File: config.mk
export PLATFORM = sky130hd
export DESIGN_NAME = vga_timing_gen
export DESIGN_NICKNAME = d
export VERILOG_FILES = /design/src/rtl/vga_timing_gen.sv
export SDC_FILE = /design/constraint.sdc
export NUM_CORES = 1
export LEC_CHECK = 0
export ABC_AREA = 1
export CAP_MARGIN = 30
export CORE_ASPECT_RATIO = 0.9
export CORE_MARGIN = 3
export CORE_UTILIZATION = 45
export DETAILED_ROUTE_END_ITERATION = 10
export MAX_ROUTING_LAYER = met4
export PLACE_DENSITY = 0.8
export SLEW_MARGIN = 20
export SYNTH_ARGS = -nofsm -noshare
export SYNTH_HDL_FRONTEND = slang
export SYNTH_SLANG_ARGS = --single-unit
export TNS_END_PERCENT = 10
File: constraint.sdc
create_clock -name clk -period 4.6 [get_ports clk]
set_clock_uncertainty 0.15 [all_clocks]
set_input_delay 0.69 -clock clk [delete_from_list [all_inputs] [get_ports clk]]
set_output_delay 0.69 -clock clk [all_outputs]
set_load 0.02 [all_outputs]
File: src/rtl/vga_timing_gen.sv
// VGA raster timing from a master clock plus pixel-rate enable: sync, active, x/y, frame_start.
// Optional vblank interrupt (irq_n / irq_ack) is built only when VBLANK_IRQ_EN is defined.
module vga_timing_gen #(
    parameter int PCLK_DIV  = 2,
    parameter int H_VISIBLE = 640,
    parameter int H_FP      = 16,
    parameter int H_SYNC    = 96,
    parameter int H_BP      = 48,
    parameter int V_VISIBLE = 480,
    parameter int V_FP      = 10,
    parameter int V_SYNC    = 2,
    parameter int V_BP      = 33,
    parameter int SYNC_POL  = 0,
    parameter int CNT_W     = 10
) (
    input  logic             clk,
    input  logic             clr_n,
    output logic             pix_en,
    output logic             hsync,
    output logic             vsync,
    output logic             active,
    output logic [CNT_W-1:0] x,
    output logic [CNT_W-1:0] y,
    output logic             frame_start
`ifdef VBLANK_IRQ_EN
    ,
    output logic             irq_n,
    input  logic             irq_ack
`endif
);

    localparam int H_TOTAL = H_VISIBLE + H_FP + H_SYNC + H_BP;
    localparam int V_TOTAL = V_VISIBLE + V_FP + V_SYNC + V_BP;
    localparam int DIV_W   = (PCLK_DIV > 1) ? $clog2(PCLK_DIV) : 1;

    localparam logic [DIV_W-1:0] DIV_LAST = DIV_W'(PCLK_DIV - 1);
    localparam logic [CNT_W-1:0] X_LAST   = CNT_W'(H_TOTAL - 1);
    localparam logic [CNT_W-1:0] Y_LAST   = CNT_W'(V_TOTAL - 1);
    localparam logic [CNT_W-1:0] X_VIS    = CNT_W'(H_VISIBLE);
    localparam logic [CNT_W-1:0] Y_VIS    = CNT_W'(V_VISIBLE);
    localparam logic [CNT_W-1:0] HS_LO    = CNT_W'(H_VISIBLE + H_FP);
    localparam logic [CNT_W-1:0] HS_HI    = CNT_W'(H_VISIBLE + H_FP + H_SYNC - 1);
    localparam logic [CNT_W-1:0] VS_LO    = CNT_W'(V_VISIBLE + V_FP);
    localparam logic [CNT_W-1:0] VS_HI    = CNT_W'(V_VISIBLE + V_FP + V_SYNC - 1);
    localparam logic             SYNC_ON  = (SYNC_POL != 0);
    localparam logic             SYNC_OFF = ~SYNC_ON;

    logic [DIV_W-1:0] div;
    logic [CNT_W-1:0] x_nxt;
    logic [CNT_W-1:0] y_nxt;
    logic             x_wrap;

    // Inclusive window test; inclusive upper bound avoids wrap when a window ends at 2**CNT_W.
    function automatic logic in_win(input logic [CNT_W-1:0] v,
                                    input logic [CNT_W-1:0] lo,
                                    input logic [CNT_W-1:0] hi);
        return (v >= lo) && (v <= hi);
    endfunction

    assign pix_en = (div == DIV_LAST);

    always_ff @(posedge clk or negedge clr_n) begin
        if (!clr_n)
            div <= '0;
        else if (pix_en)
            div <= '0;
        else
            div <= div + DIV_W'(1);
    end

    always_comb begin
        x_wrap = (x == X_LAST);
        x_nxt  = x_wrap ? '0 : x + CNT_W'(1);
        y_nxt  = y;
        if (x_wrap)
            y_nxt = (y == Y_LAST) ? '0 : y + CNT_W'(1);
    end

    // Sync/active are derived from the next counts so they change on the same edge as x/y.
    always_ff @(posedge clk or negedge clr_n) begin
        if (!clr_n) begin
            x           <= X_LAST;
            y           <= Y_LAST;
            hsync       <= SYNC_OFF;
            vsync       <= SYNC_OFF;
            active      <= 1'b0;
            frame_start <= 1'b0;
        end else begin
            frame_start <= pix_en && (x_nxt == '0) && (y_nxt == '0);
            if (pix_en) begin
                x      <= x_nxt;
                y      <= y_nxt;
                hsync  <= in_win(x_nxt, HS_LO, HS_HI) ? SYNC_ON : SYNC_OFF;
                vsync  <= in_win(y_nxt, VS_LO, VS_HI) ? SYNC_ON : SYNC_OFF;
                active <= (x_nxt < X_VIS) && (y_nxt < Y_VIS);
            end
        end
    end

`ifdef VBLANK_IRQ_EN
    logic irq_set;

    assign irq_set = pix_en && (x_nxt == '0) && (y_nxt == Y_VIS);

    // A set on the same edge as an acknowledge takes priority.
    always_ff @(posedge clk or negedge clr_n) begin
        if (!clr_n)
            irq_n <= 1'b1;
        else if (irq_set)
            irq_n <= 1'b0;
        else if (irq_ack)
            irq_n <= 1'b1;
    end
`endif

endmodule

; Word-level counts from Yosys, hierarchy flattened
; Index checks and enable logic that the tools add are counted.
[classes]
addsub = 3
magnitude_cmp = 6
eq_ne = 2
n_mux = 6
n_reduce_logical = 7
[ops]
columns = cell, count
row1 = 2-to-1 mux 10 bit, 3
row2 = "adder 10 x 1 -> 10 bit, second input constant", 2
row3 = "== test 10 bit, second input constant", 2
row4 = logical NOT 10 bit, 2
row5 = "greater-or-equal comparator 10 bit, second input constant", 1
row6 = "greater-or-equal comparator 10 x 9 -> 1 bit, second input constant", 1
row7 = "less-or-equal comparator 10 bit, second input constant", 1
row8 = "less-or-equal comparator 10 x 9 -> 1 bit, second input constant", 1
row9 = "less-than comparator 10 bit, second input constant", 1
row10 = "less-than comparator 10 x 9 -> 1 bit, second input constant", 1
row11 = logical AND 1 bit, 5
row12 = 2-to-1 mux 1 bit, 3
row13 = "adder 1 bit, second input constant", 1
[totals]
register_bits = 25
output_inout_bits = 25

; Depth between registers and ports, before layout
; Gate-level depths: netlist of run 1.
[depth]
word_depth = 6
depth_mapped = 12
mapped_depth_nobuf = 12

; Worst setup path before layout of run 1
; Ideal clock, no wire load.
[synth_path]
path_type = reg2reg
from = register x[1]
to = register active
setup_ns = 0.116
t_arrival_ns = 1.774
required_ns = 4.334
setup_slack_ns = 2.559
stages_incl_launch_ff = 12
n_path_buf = 1
period_less_slack_ns = 2.041
cell_sequence = dfstp_2 -> ha_1 -> nand4_2 -> nor2_4 -> buf_6 -> nand3_2 -> nand2_1 -> inv_1 -> nor2_1 -> nand3_1 -> nand2_1 -> nand2_1
[synth_between]
elab_chain_cells = 4
[synth_rtl]
columns = item, line
row1 = from (decl), 22  ; output logic [CNT_W-1:0] x,
row2 = from (signal assigned), 91  ; x <= x_nxt;
row3 = adder 10 x 1 -> 10 bit or == test 10 bit (tied branches), "73, 72"
row4 = 2-to-1 mux 10 bit (on tied branches), "73, 75"
row5 = less-than comparator 10 bit or less-than comparator 10 x 9 -> 1 bit (tied branches), 95  ; active <= (x_nxt < X_VIS) && (y_nxt < Y_VIS);
row6 = logical AND 1 bit (*), 95
row7 = to (signal assigned), 95
row8 = to (decl), 21  ; output logic active,
; Every way passes the cells marked *; elsewhere a longest branch is shown, timed or not.
; A chain may end at the register's enable or synchronous reset.

; Worst setup path in the final report of run 1
[layout_path]
from = register div (netlist: pix_en)
to = output pix_en
[layout_rtl]
columns = item, line
row1 = from (decl), 48  ; logic [DIV_W-1:0] div;
row2 = from (signal assigned), 68  ; div <= div + DIV_W'(1);
row3 = to (decl), 18  ; output logic pix_en,
; No word-level cell between the ends.

==> results.md, run 1 <==
* Max Cap Viol at 0
* Register area share after synthesis at between 30% and 40%
* Initial antenna violation count at 0
* Yosys warnings at 0
* Die Width at 73.7 um
* Sink Count at 25
* Total track usage at about a fifth
* Gpl congestion at 0.879
* Worst relative slew slack at a little over two fifths
* Share of layout cells above drive strength 1 at 11.2%
* Largest net degree at the start of global routing at 30
* Slowest stage delay, CP at 0.90 ns
* Post-layout min period at 2.77 ns
* RSZ-0062 raised after global routing: false
* Detailed placement HPWL at ~3100 um
* Crit-path cells: clkdlybuf4s50_1
* Initial DRC Count at 153
* LEAKAGE at about 1 nW
* Number of CTS-inserted buffers at 3
* Worst reg2reg setup slack at 2.20 ns
* Worst slack, placed at 2.15 ns
* Vias in the first global route at 1520
* Crit path max-delay family: flip-flops
* Maximum vdd ir drop at 0.149 mV
* RR Endpoint: vsync$_DFFE_PN1P_
* Number of placement rows at 21
* Synthesized instance count at 280
* Starting Density at 48.4%
* P&R area growth vs syn at 17.4%
* Layout Nets at 311
* Setup TNS at 0 ns
* Status: finished, final reports clean
* Worst Hold Launch: active$_DFFE_PN0P_
* Final Hold Fails at 0
* CP Max Fanout at 29
* Clock root buffer: clkbuf_8
* Die Ht at ~67 um
* Final setup fails at 0
* Post-CTS Resized at 0
* Port bufs at 26
* Clock Path Buffers at 2
* CP arrival at 1.93 ns
* Vias at approximately 1800
* WL final at 4300 um
* Commonest cells after routing, fill and taps aside: nand2_1, nor2_1, inv_1
* Fin crit share at between 60 and 70%
* CORE AREA at 0.00384 mm2
* Avg Cell Area, Syn at 6.63 um2
* Routed Antenna Nets at 0
* Most common cell after layout, fill and taps aside: nand2_1
* Htree depth at 1
* I/O Pins at 27
* Mean routed wirelength per cell at 12.3 um
* Hold-fix buffers, CTS at 0
* Syn Std Cell Area at 0.00186 mm2
* Post-synthesis register bit count at 25
* Fmax at around 0.36 GHz
* Setup ws final at 1.83 ns
* CTS tree: done
* Final Slew Violations at 0
* CP startpoint kind: register
* Worst Path Buf+Inv at 1
* First-pass GRT wire length at 7280 um
* Worst-Margin Slew at 0.843 ns
* Power Density at approximately 160 mW/mm2
* Hold path depth at 2
* Clk slew on worst S/H paths at about 0.080 ns
* Drt drc at 0
* Fillers at 377
* Antenna cell count at 0
* Worst reg2reg path startpoint: x[1]$_DFFE_PN1P_
* Hold endpoint: active$_DFFE_PN0P_
* Cell variety after synth at 28
* Hold Path Class: reg -> reg
* Kind of critical path: reg -> out
* R2r worst-path depth at 10
* GRT Residual Overflow at 0
* Synthesized Nets at 287
* # Post-CTS Setup Buffers at 0
* Clk_lat worst skew at 0.27 ns
* Critical Path RT at 3.76 ns
* DIE AREA at 0.00493 mm2
* Crit path capture type: output port
* Slowest cell on crit path: dfrtp_1
* Via/cell ratio at a little over 5
* DR pass1 iterations at 4
power breakdown:
group | internal [mW] | leakage, nW | switching [mW]
sequential | 0.220 | 0.297 | 0
clock | 0.0621 | 0.0228 | 0.0701
combinational | 0.00130 | 0.651 | 0.00407
total | 0.284 | 0.971 | 0.0742
layout make-up:
type	count	area, um2	area share, %
Multi-Input combinational cell	213	1040	47.8
Sequential cell	25	641	29.4
Timing Repair Buffer	27	268	12.3
Inverter	34	128	5.86
Tap cell	46	57.6	2.64
Clock buffer	4	45.0	2.07
state kept, by name, summed over array words and instances, names as in the netlist:
name,flops
pix_en,1
y,10
hsync,1
active,1
vsync,1
x,10
frame_start,1
how the worst max path moves through the flow:
stage	start	endpoint	slack, ns	cells after the start
final	pix_en$_DFF_PN0_	pix_en	1.83	1
after global routing	pix_en$_DFF_PN0_	pix_en	1.74	1
after CTS	pix_en$_DFF_PN0_	pix_en	1.84	1
after detailed placement	pix_en$_DFF_PN0_	pix_en	2.15	1
after global placement	pix_en$_DFF_PN0_	pix_en	2.16	1
after floorplan	x[1]$_DFFE_PN1P_	active$_DFFE_PN0P_	2.56	11
kinds of logic after synthesis:
family / Yosys count / share of synthesized area [%]
fa+ha+maj: 5 / 3.37
buf+inv: 42 / 9.43
simple gates: 183 / 44.6
xor+xnor: 1 / 0.472
flops: 25 / 34.5
compound gates: 24 / 7.61
through the flow:
step           cells  area, um2  hold WS (ns)  power (mW)  utilization (%)
2_1_floorplan    280       1860         0.244       0.224                -
3_3_place_gp     345       2130         0.320       0.230             55.6
3_5_place_dp     345       2130         0.315       0.230             55.6
4_1_cts          349       2180         0.347       0.360             56.8
5_1_grt          349       2180         0.380       0.374             56.8
6_report         349       2180         0.342       0.358             56.8
metal layers:
| layer | vias up | wire [um] | global-route usage [%] | part of all wire [%] |
|---|---|---|---|---|
| met5 | - | 0 | - | 0 |
| met4 | 0 | 38 | 4.07 | 0.88 |
| met3 | 4 | 228 | 2.41 | 5.3 |
| met2 | 53 | 1860 | 28.4 | 43 |
| met1 | 806 | 2170 | 28.2 | 51 |
| li1 | 929 | - | - | - |
worst reg2reg max path, stage by stage, from the launching register on:
cell and delay [ns]:
dfstp_2 0.59, ha_1 0.29, nand3_2 0.13, nor2_2 0.12, nand2_1 0.39, o21bai_4 0.26, nand2_1 0.09, nor2_1 0.11
nand2_1 0.06, nor2_1 0.11, nor2_1 0.05
Yosys cell counts:
master	count	area (um2)
clkinv_1	2	7.51
nor2_1	39	146
a21boi_0	1	7.51
nor3_2	1	10.0
dfrtp_1	13	325
clkbuf_1	3	11.3
dfstp_2	12	315
nand2_1	89	334
a21oi_1	1	5.00
o21ai_0	19	95.1
buf_2	2	10.0
buf_6	2	22.5
nor2_2	3	18.8
inv_1	32	120
buf_1	1	3.75
nand4_1	4	25.0
nand2_4	2	22.5
o21a_1	2	15.0
nand4_2	1	12.5
nor2_4	1	11.3
nand3_1	31	155
nand3_2	5	50.1
nor3_1	2	10.0
ha_1	5	62.6
xnor2_1	1	8.76
o21bai_4	1	18.8
nand3b_1	1	7.51
nand2_2	4	25.0
No activity file was read; power rests on OpenSTA's default activity.
==> inputs of run 2 (changes only) <==
clock period = 2.56 ns   (was 4.6 ns; I/O delays follow)
==> run 2 against run 1 <==
  * Worst hold slack worse by 0.032 ns
  * First-iteration DRC count is 41% higher
  * Global-route usage rose by 1.3 points
  * Clock-buffer cell count is 1 lower
  * Worst setup slack got worse by 1.6 ns
  * Register-to-register slack got worse by 1.9 ns
  * Routed wire length increased by 6.0%
  * Sequential cell count unchanged
  * Combinational power up 83%
  * Final cell count rose by 0.86%
  * Final area rose by 1.2%
  * Non-clock buffer count is 3 higher
  * Critical endpoint is now vsync$_DFFE_PN1P_
  * Largest cell class unchanged
  * Largest power group unchanged
==> results.md, run 2 (synthesis results as in run 1) <==
* Status: finished, final reports clean (unchanged)
* DIE AREA at 0.00493 mm2 (unchanged)
* RR Endpoint: vsync$_DFFE_PN1P_ (unchanged)
* Layout Utilization at 57.5% (was 56.8%)
* Starting Density at 48.4% (unchanged)
* Vias in the first global route at 1603 (was 1520)
* Die Ht at 66.9 um (unchanged)
* Die Width at 73.7 um (unchanged)
* Fmax at 0.436 GHz
* Final Hold Fails at 0 (unchanged)
* P&R area growth vs syn at 18.8% (was 17.4%)
* Fillers at 372 (was 377)
* # Post-CTS Setup Buffers at 0 (unchanged)
* Clock Path Buffers at 2 (unchanged)
* Commonest cells after routing, fill and taps aside: nand2_1, nor2_1, inv_1 (unchanged)
* GRT Residual Overflow at 0 (unchanged)
* Gpl congestion at 0.950 (was 0.879)
* Worst reg2reg path startpoint: x[1]$_DFFE_PN1P_ (unchanged)
* Routed Antenna Nets at 0 (unchanged)
* Most common cell after layout, fill and taps aside: nand2_1 (unchanged)
* First-pass GRT wire length at 7660 um (was 7280 um)
* LEAKAGE at 0.990 nW (was 0.971 nW)
* Detailed placement HPWL at 3380 um (was 3150 um)
* CP arrival at 2.36 ns (was 1.93 ns)
* Fin crit share at 89.6%
* Largest regs: x x10, y x10 (unchanged)
* DR pass1 iterations at 4 (unchanged)
* Vias at 1880 (was 1792)
* Worst reg2reg setup slack at 0.27 ns (was 2.20 ns)
* Initial antenna violation count at 0 (unchanged)
* Post-layout min period at 2.29 ns
* Antenna cell count at 0 (unchanged)
* Slowest stage delay, CP at 0.59 ns (was 0.90 ns)
* Layout Cells excl Fill at 352 (was 349)
* CP Max Fanout at 8 (was 29)
* Clk slew on worst S/H paths at 0.09 ns (was 0.08 ns)
* CTS tree: done (unchanged)
* Clk_lat worst skew at 0.27 ns (about the same)
* I/O Pins at 27 (unchanged)
* Critical Path RT at 2.63 ns (was 3.76 ns)
* Final Slew Violations at 0 (unchanged)
* Htree depth at 1 (unchanged)
* Final setup fails at 0 (unchanged)
* Share of layout cells above drive strength 1 at 12.7% (was 11.2%)
* Crit path capture type: register (was output port)
* Number of CTS-inserted buffers at 3 (unchanged)
* Number of placement rows at 21 (unchanged)
* Port bufs at 26 (unchanged)
* Via/cell ratio at 5.34 (was 5.13)
* Power Density at 294 mW/mm2 (was 164 mW/mm2)
* FF+latch area at 641 um2 (unchanged)
* Worst-Margin Slew at 0.341 ns (was 0.843 ns)
* Drt drc at 0 (unchanged)
* Max Cap Viol at 0 (unchanged)
* Largest net degree at the start of global routing at 29 (was 30)
* Worst Path Buf+Inv at 1 (unchanged)
* CP startpoint kind: register (unchanged)
* CORE AREA at 0.00384 mm2 (unchanged)
* Multi-input logic area at 0.00104 mm2 (about the same)
* Layout Nets at 314 (was 311)
* Slowest cell on crit path: dfstp_2 (was dfrtp_1)
* Clock root buffer: clkbuf_8 (unchanged)
* Placed cell count at 348 (was 345)
* Setup TNS at 0 ns (unchanged)
* RSZ-0062 raised after global routing: false (unchanged)
* Maximum vdd ir drop at 0.206 mV (was 0.149 mV)
* Initial DRC Count at 215 (was 153)
* Kind of critical path: reg -> reg (was reg -> out)
* Hold Path Class: in -> async (was reg -> reg)
* WL final at 4550 um (was 4300 um)
* Sink Count at 25 (unchanged)
* Worst relative slew slack at 77.3% (was 43.8%)
* Crit path max-delay family: simple AND/OR/NAND/NOR gates (was flip-flops)
* Mean routed wirelength per cell at 12.9 um (was 12.3 um)
* Worst slack, placed at 0.226 ns (was 2.15 ns)
* R2r worst-path depth at 11 (was 10)
* Total track usage at 20.6% (was 19.3%)
* Setup ws final at 0.267 ns (was 1.83 ns)
* Crit-path cells: ha_1 > nand4_2 > nor2_4 > buf_4 > nand3_1 > nand2_1 > nand2_1 > nor2_1 > nand2_1 > nor2_1 > nor2_1 (was clkdlybuf4s50_1)
run 2: metrics by stage:
stage | cell area (um2) | power [mW] | hold WS [ns]
floorplan | 1860 | 0.403 | -0.0616
global placement | 2160 | 0.413 | 0.320
detailed placement | 2160 | 0.413 | 0.332
CTS | 2200 | 0.660 | 0.317
global route | 2210 | 0.684 | 0.335
finish | 2210 | 0.649 | 0.310
run 2: cell type report:
cell class / count / area share [%]
multi-input cells: 213 / 47.3
flip-flops and latches: 25 / 29.0
inverters: 34 / 5.79
repair buffers: 30 / 13.2
well taps: 46 / 2.61
clock buffers: 3 / 1.87
clock inverters: 1 / 0.227
run 2: what timing repair did:
item	in CTS	in global routing
resized for setup	0	1
endpoints found under the setup margin	0	2
hold buffers	0	0
run 2: how the worst max path moves through the flow:
stage	endpoint	cells past startpoint	from	slack, ns
finish	vsync$_DFFE_PN1P_	11	x[1]$_DFFE_PN1P_	0.27
detailed placement	frame_start$_DFF_PN0_	9	x[1]$_DFFE_PN1P_	0.23
global route	vsync$_DFFE_PN1P_	11	x[1]$_DFFE_PN1P_	0.08
floorplan	active$_DFFE_PN0P_	11	x[1]$_DFFE_PN1P_	0.52
global placement	frame_start$_DFF_PN0_	9	x[1]$_DFFE_PN1P_	0.33
CTS	frame_start$_DFF_PN0_	9	x[1]$_DFFE_PN1P_	0.21
run 2: where the power goes:
| group | total (mW) | leakage (nW) | internal (mW) | switching (mW) |
|---|---|---|---|---|
| registers | 0.396 | 0.297 | 0.396 | 0 |
| clock network | 0.244 | 0.0255 | 0.109 | 0.135 |
| logic | 0.00984 | 0.667 | 0.00233 | 0.00751 |
run 2: metal layers:
layer / track usage, % / wire length [um] / share of wire [%]
met1: 29.9 / 2120 / 47
met2: 30.5 / 2030 / 45
met3: 1.96 / 317 / 7.0
met4: 5.43 / 80 / 1.8
met5: - / 0 / 0
run 2: worst reg2reg max path, cell delays in order (launching register included):
cell and delay [ns]:
dfstp_2 0.59, ha_1 0.32, nand4_2 0.18, nor2_4 0.26, buf_4 0.21, nand3_1 0.07, nand2_1 0.12, nand2_1 0.07
nor2_1 0.08, nand2_1 0.05, nor2_1 0.08, nor2_1 0.05
==> inputs of run 3 (changes only) <==
CORE_ASPECT_RATIO = default   (was 0.9)
==> run 3 against run 2 <==
  * Worst hold slack got worse by 0.0069 ns
  * Combinational power barely moved
  * Largest cell class unchanged
  * Routed wire length fell by 2.2%
  * Highest routed layer unchanged
==> results.md, run 3 (synthesis results as in run 1) <==
* WL final at 4450 um (was 4550 um)
* Slowest stage delay, CP at 0.59 ns (about the same)
* Power Density at 299 mW/mm2 (was 294 mW/mm2)
* First-pass GRT wire length at 7690 um (was 7660 um)
* Crit-path cells: ha_1 > nand4_2 > nor2_4 > buf_4 > nand3_2 > nand2_2 > nand2_1 > nor2_1 > nand2_1 > nor2_1 > nor2_1 (was ha_1 > nand4_2 > nor2_4 > buf_4 > nand3_1 > nand2_1 > nand2_1 > nor2_1 > nand2_1 > nor2_1 > nor2_1)
* Status: finished, final reports clean (unchanged)
* Clk_lat worst skew at 0.28 ns (was 0.27 ns)
* Number of placement rows at 22 (was 21)
* Met1 Wirelength at 2210 um (was 2120 um)
* Layout Utilization at 57.7% (was 57.5%)
* Placed cell count at 350 (was 348)
* Power consumption at 0.660 mW (was 0.649 mW)
* Layout Cells excl Fill at 354 (was 352)
* Metal2 WL at 1960 um (was 2030 um)
* Maximum vdd ir drop at 0.237 mV (was 0.206 mV)
* DIE AREA at 0.00493 mm2 (about the same)
* Setup TNS at 0 ns (unchanged)
* Largest regs: x x10, y x10 (unchanged)
* DP Area at 0.00216 mm2 (about the same)
* RSZ-0062 raised after global routing: false (unchanged)
* P&R area growth vs syn at 18.9% (was 18.8%)
* Worst Path Buf+Inv at 1 (unchanged)
* Hold Path Class: in -> async (unchanged)
* CP Max Fanout at 10 (was 8)
* Setup ws final at 0.313 ns (was 0.267 ns)
* Crit path capture type: register (unchanged)
* Slowest cell on crit path: dfstp_2 (unchanged)
* Mean routed wirelength per cell at 12.6 um (was 12.9 um)
* Clock root buffer: clkbuf_8 (unchanged)
* Number of CTS-inserted buffers at 3 (unchanged)
* Htree depth at 1 (unchanged)
* Kind of critical path: reg -> reg (unchanged)
* CP arrival at 2.32 ns (was 2.36 ns)
* Final setup fails at 0 (unchanged)
* Worst-Margin Slew at 0.357 ns (was 0.341 ns)
* Commonest cells after routing, fill and taps aside: nand2_1, nor2_1, inv_1 (unchanged)
* Share of layout cells above drive strength 1 at 12.7% (unchanged)
* Starting Density at 48.5% (was 48.4%)
* Die Width at 70.2 um (was 73.7 um)
* Critical Path RT at 2.63 ns (about the same)
* CORE AREA at 0.00383 mm2 (was 0.00384 mm2)
* Via/cell ratio at 5.19 (was 5.34)
* Worst hold slack at 0.303 ns (was 0.310 ns)
* I/O Pins at 27 (unchanged)
* Vias in the first global route at 1584 (was 1603)
* Crit path max-delay family: simple AND/OR/NAND/NOR gates (unchanged)
* Gpl congestion at 0.937 (was 0.950)
* Met3 WL post-DR at 228 um (was 317 um)
* Routed Antenna Nets at 0 (unchanged)
* Post-layout min period at 2.25 ns (was 2.29 ns)
* Fin crit share at 87.8% (was 89.6%)
* Die Ht at 70.2 um (was 66.9 um)
* DR pass1 iterations at 7 (was 4)
* Post-Layout Inst Area at 0.00221 mm2 (about the same)
* Clock Path Buffers at 2 (unchanged)
* Worst slack, placed at 0.176 ns (was 0.226 ns)
* Max Cap Viol at 0 (unchanged)
* Vias at 1839 (was 1880)
* Max Used Layer: met4 (unchanged)
* Drt drc at 0 (unchanged)
* Total track usage at 19.6% (was 20.6%)
* Cell mode on critical path: nor2_1
* Final Hold Fails at 0 (unchanged)
* Clk slew on worst S/H paths at 0.10 ns (was 0.09 ns)
* Sink Count at 25 (unchanged)
* GRT Residual Overflow at 0 (unchanged)
* CTS tree: done (unchanged)
* Layout Nets at 314 (unchanged)
* Most common cell after layout, fill and taps aside: nand2_1 (unchanged)
* Worst relative slew slack at 76.1% (was 77.3%)
* LEAKAGE at 0.990 nW (unchanged)
* Detailed placement HPWL at 3260 um (was 3380 um)
* CP startpoint kind: register (unchanged)
* Fmax at 0.445 GHz (was 0.436 GHz)
* Initial antenna violation count at 0 (unchanged)
* Port bufs at 26 (unchanged)
* Fillers at 386 (was 372)
* Final Slew Violations at 0 (unchanged)
* Largest net degree at the start of global routing at 29 (unchanged)
* Initial DRC Count at 126 (was 215)
* Antenna cell count at 0 (unchanged)
## run 3: timing repair
action | in CTS | in global routing
gates resized for setup | 0 | 1
buffers inserted | 0 | 0
setup endpoints to repair | 0 | 2
hold buffers | 0 | 0
## run 3: area by class of cell
| cell class | count | area [um2] | share of cell area (%) |
|---|---|---|---|
| clock buffer | 3 | 41.3 | 1.87 |
| timing repair buffer | 30 | 290 | 13.1 |
| tap | 48 | 60.1 | 2.72 |
| inverter | 34 | 128 | 5.78 |
| clock inverter | 1 | 5.00 | 0.227 |
| multi-input combinational | 213 | 1040 | 47.3 |
| sequential | 25 | 641 | 29.0 |
## run 3: routing by layer
metal  up-vias  track usage (%)
li1        937                -
met1       838             29.8
met2        57             26.6
met3         7             3.17
met4         0             5.32
met5         -                -
## run 3: final timing paths
kind | startpoint | to | slack [ns] | depth (start not counted)
setup / recovery | x[1]$_DFFE_PN1P_ | vsync$_DFFE_PN1P_ | 0.31 | 11
hold / removal | clr_n | y[4]$_DFFE_PN0P_ | 0.30 | 2
setup reg to reg | x[1]$_DFFE_PN1P_ | vsync$_DFFE_PN1P_ | 0.31 | 11
hold reg to reg | hsync$_DFFE_PN1P_ | hsync$_DFFE_PN1P_ | 0.34 | 2
max in group asynchronous | clr_n | x[8]$_DFFE_PN1P_ | 1.65 | 2
min in group clk | hsync$_DFFE_PN1P_ | hsync$_DFFE_PN1P_ | 0.34 | 2
## run 3: power breakdown
part | switching (mW) | internal (mW)
logic | 0.00780 | 0.00233
clock network | 0.145 | 0.110
registers | 0 | 0.396
## run 3: worst register-to-register path: stages, from the launching register on
cell	delay, ns
dfstp_2	0.59
ha_1	0.31
nand4_2	0.19
nor2_4	0.28
buf_4	0.19
nand3_2	0.08
nand2_2	0.08
nand2_1	0.05
nor2_1	0.08
nand2_1	0.06
nor2_1	0.09
nor2_1	0.05
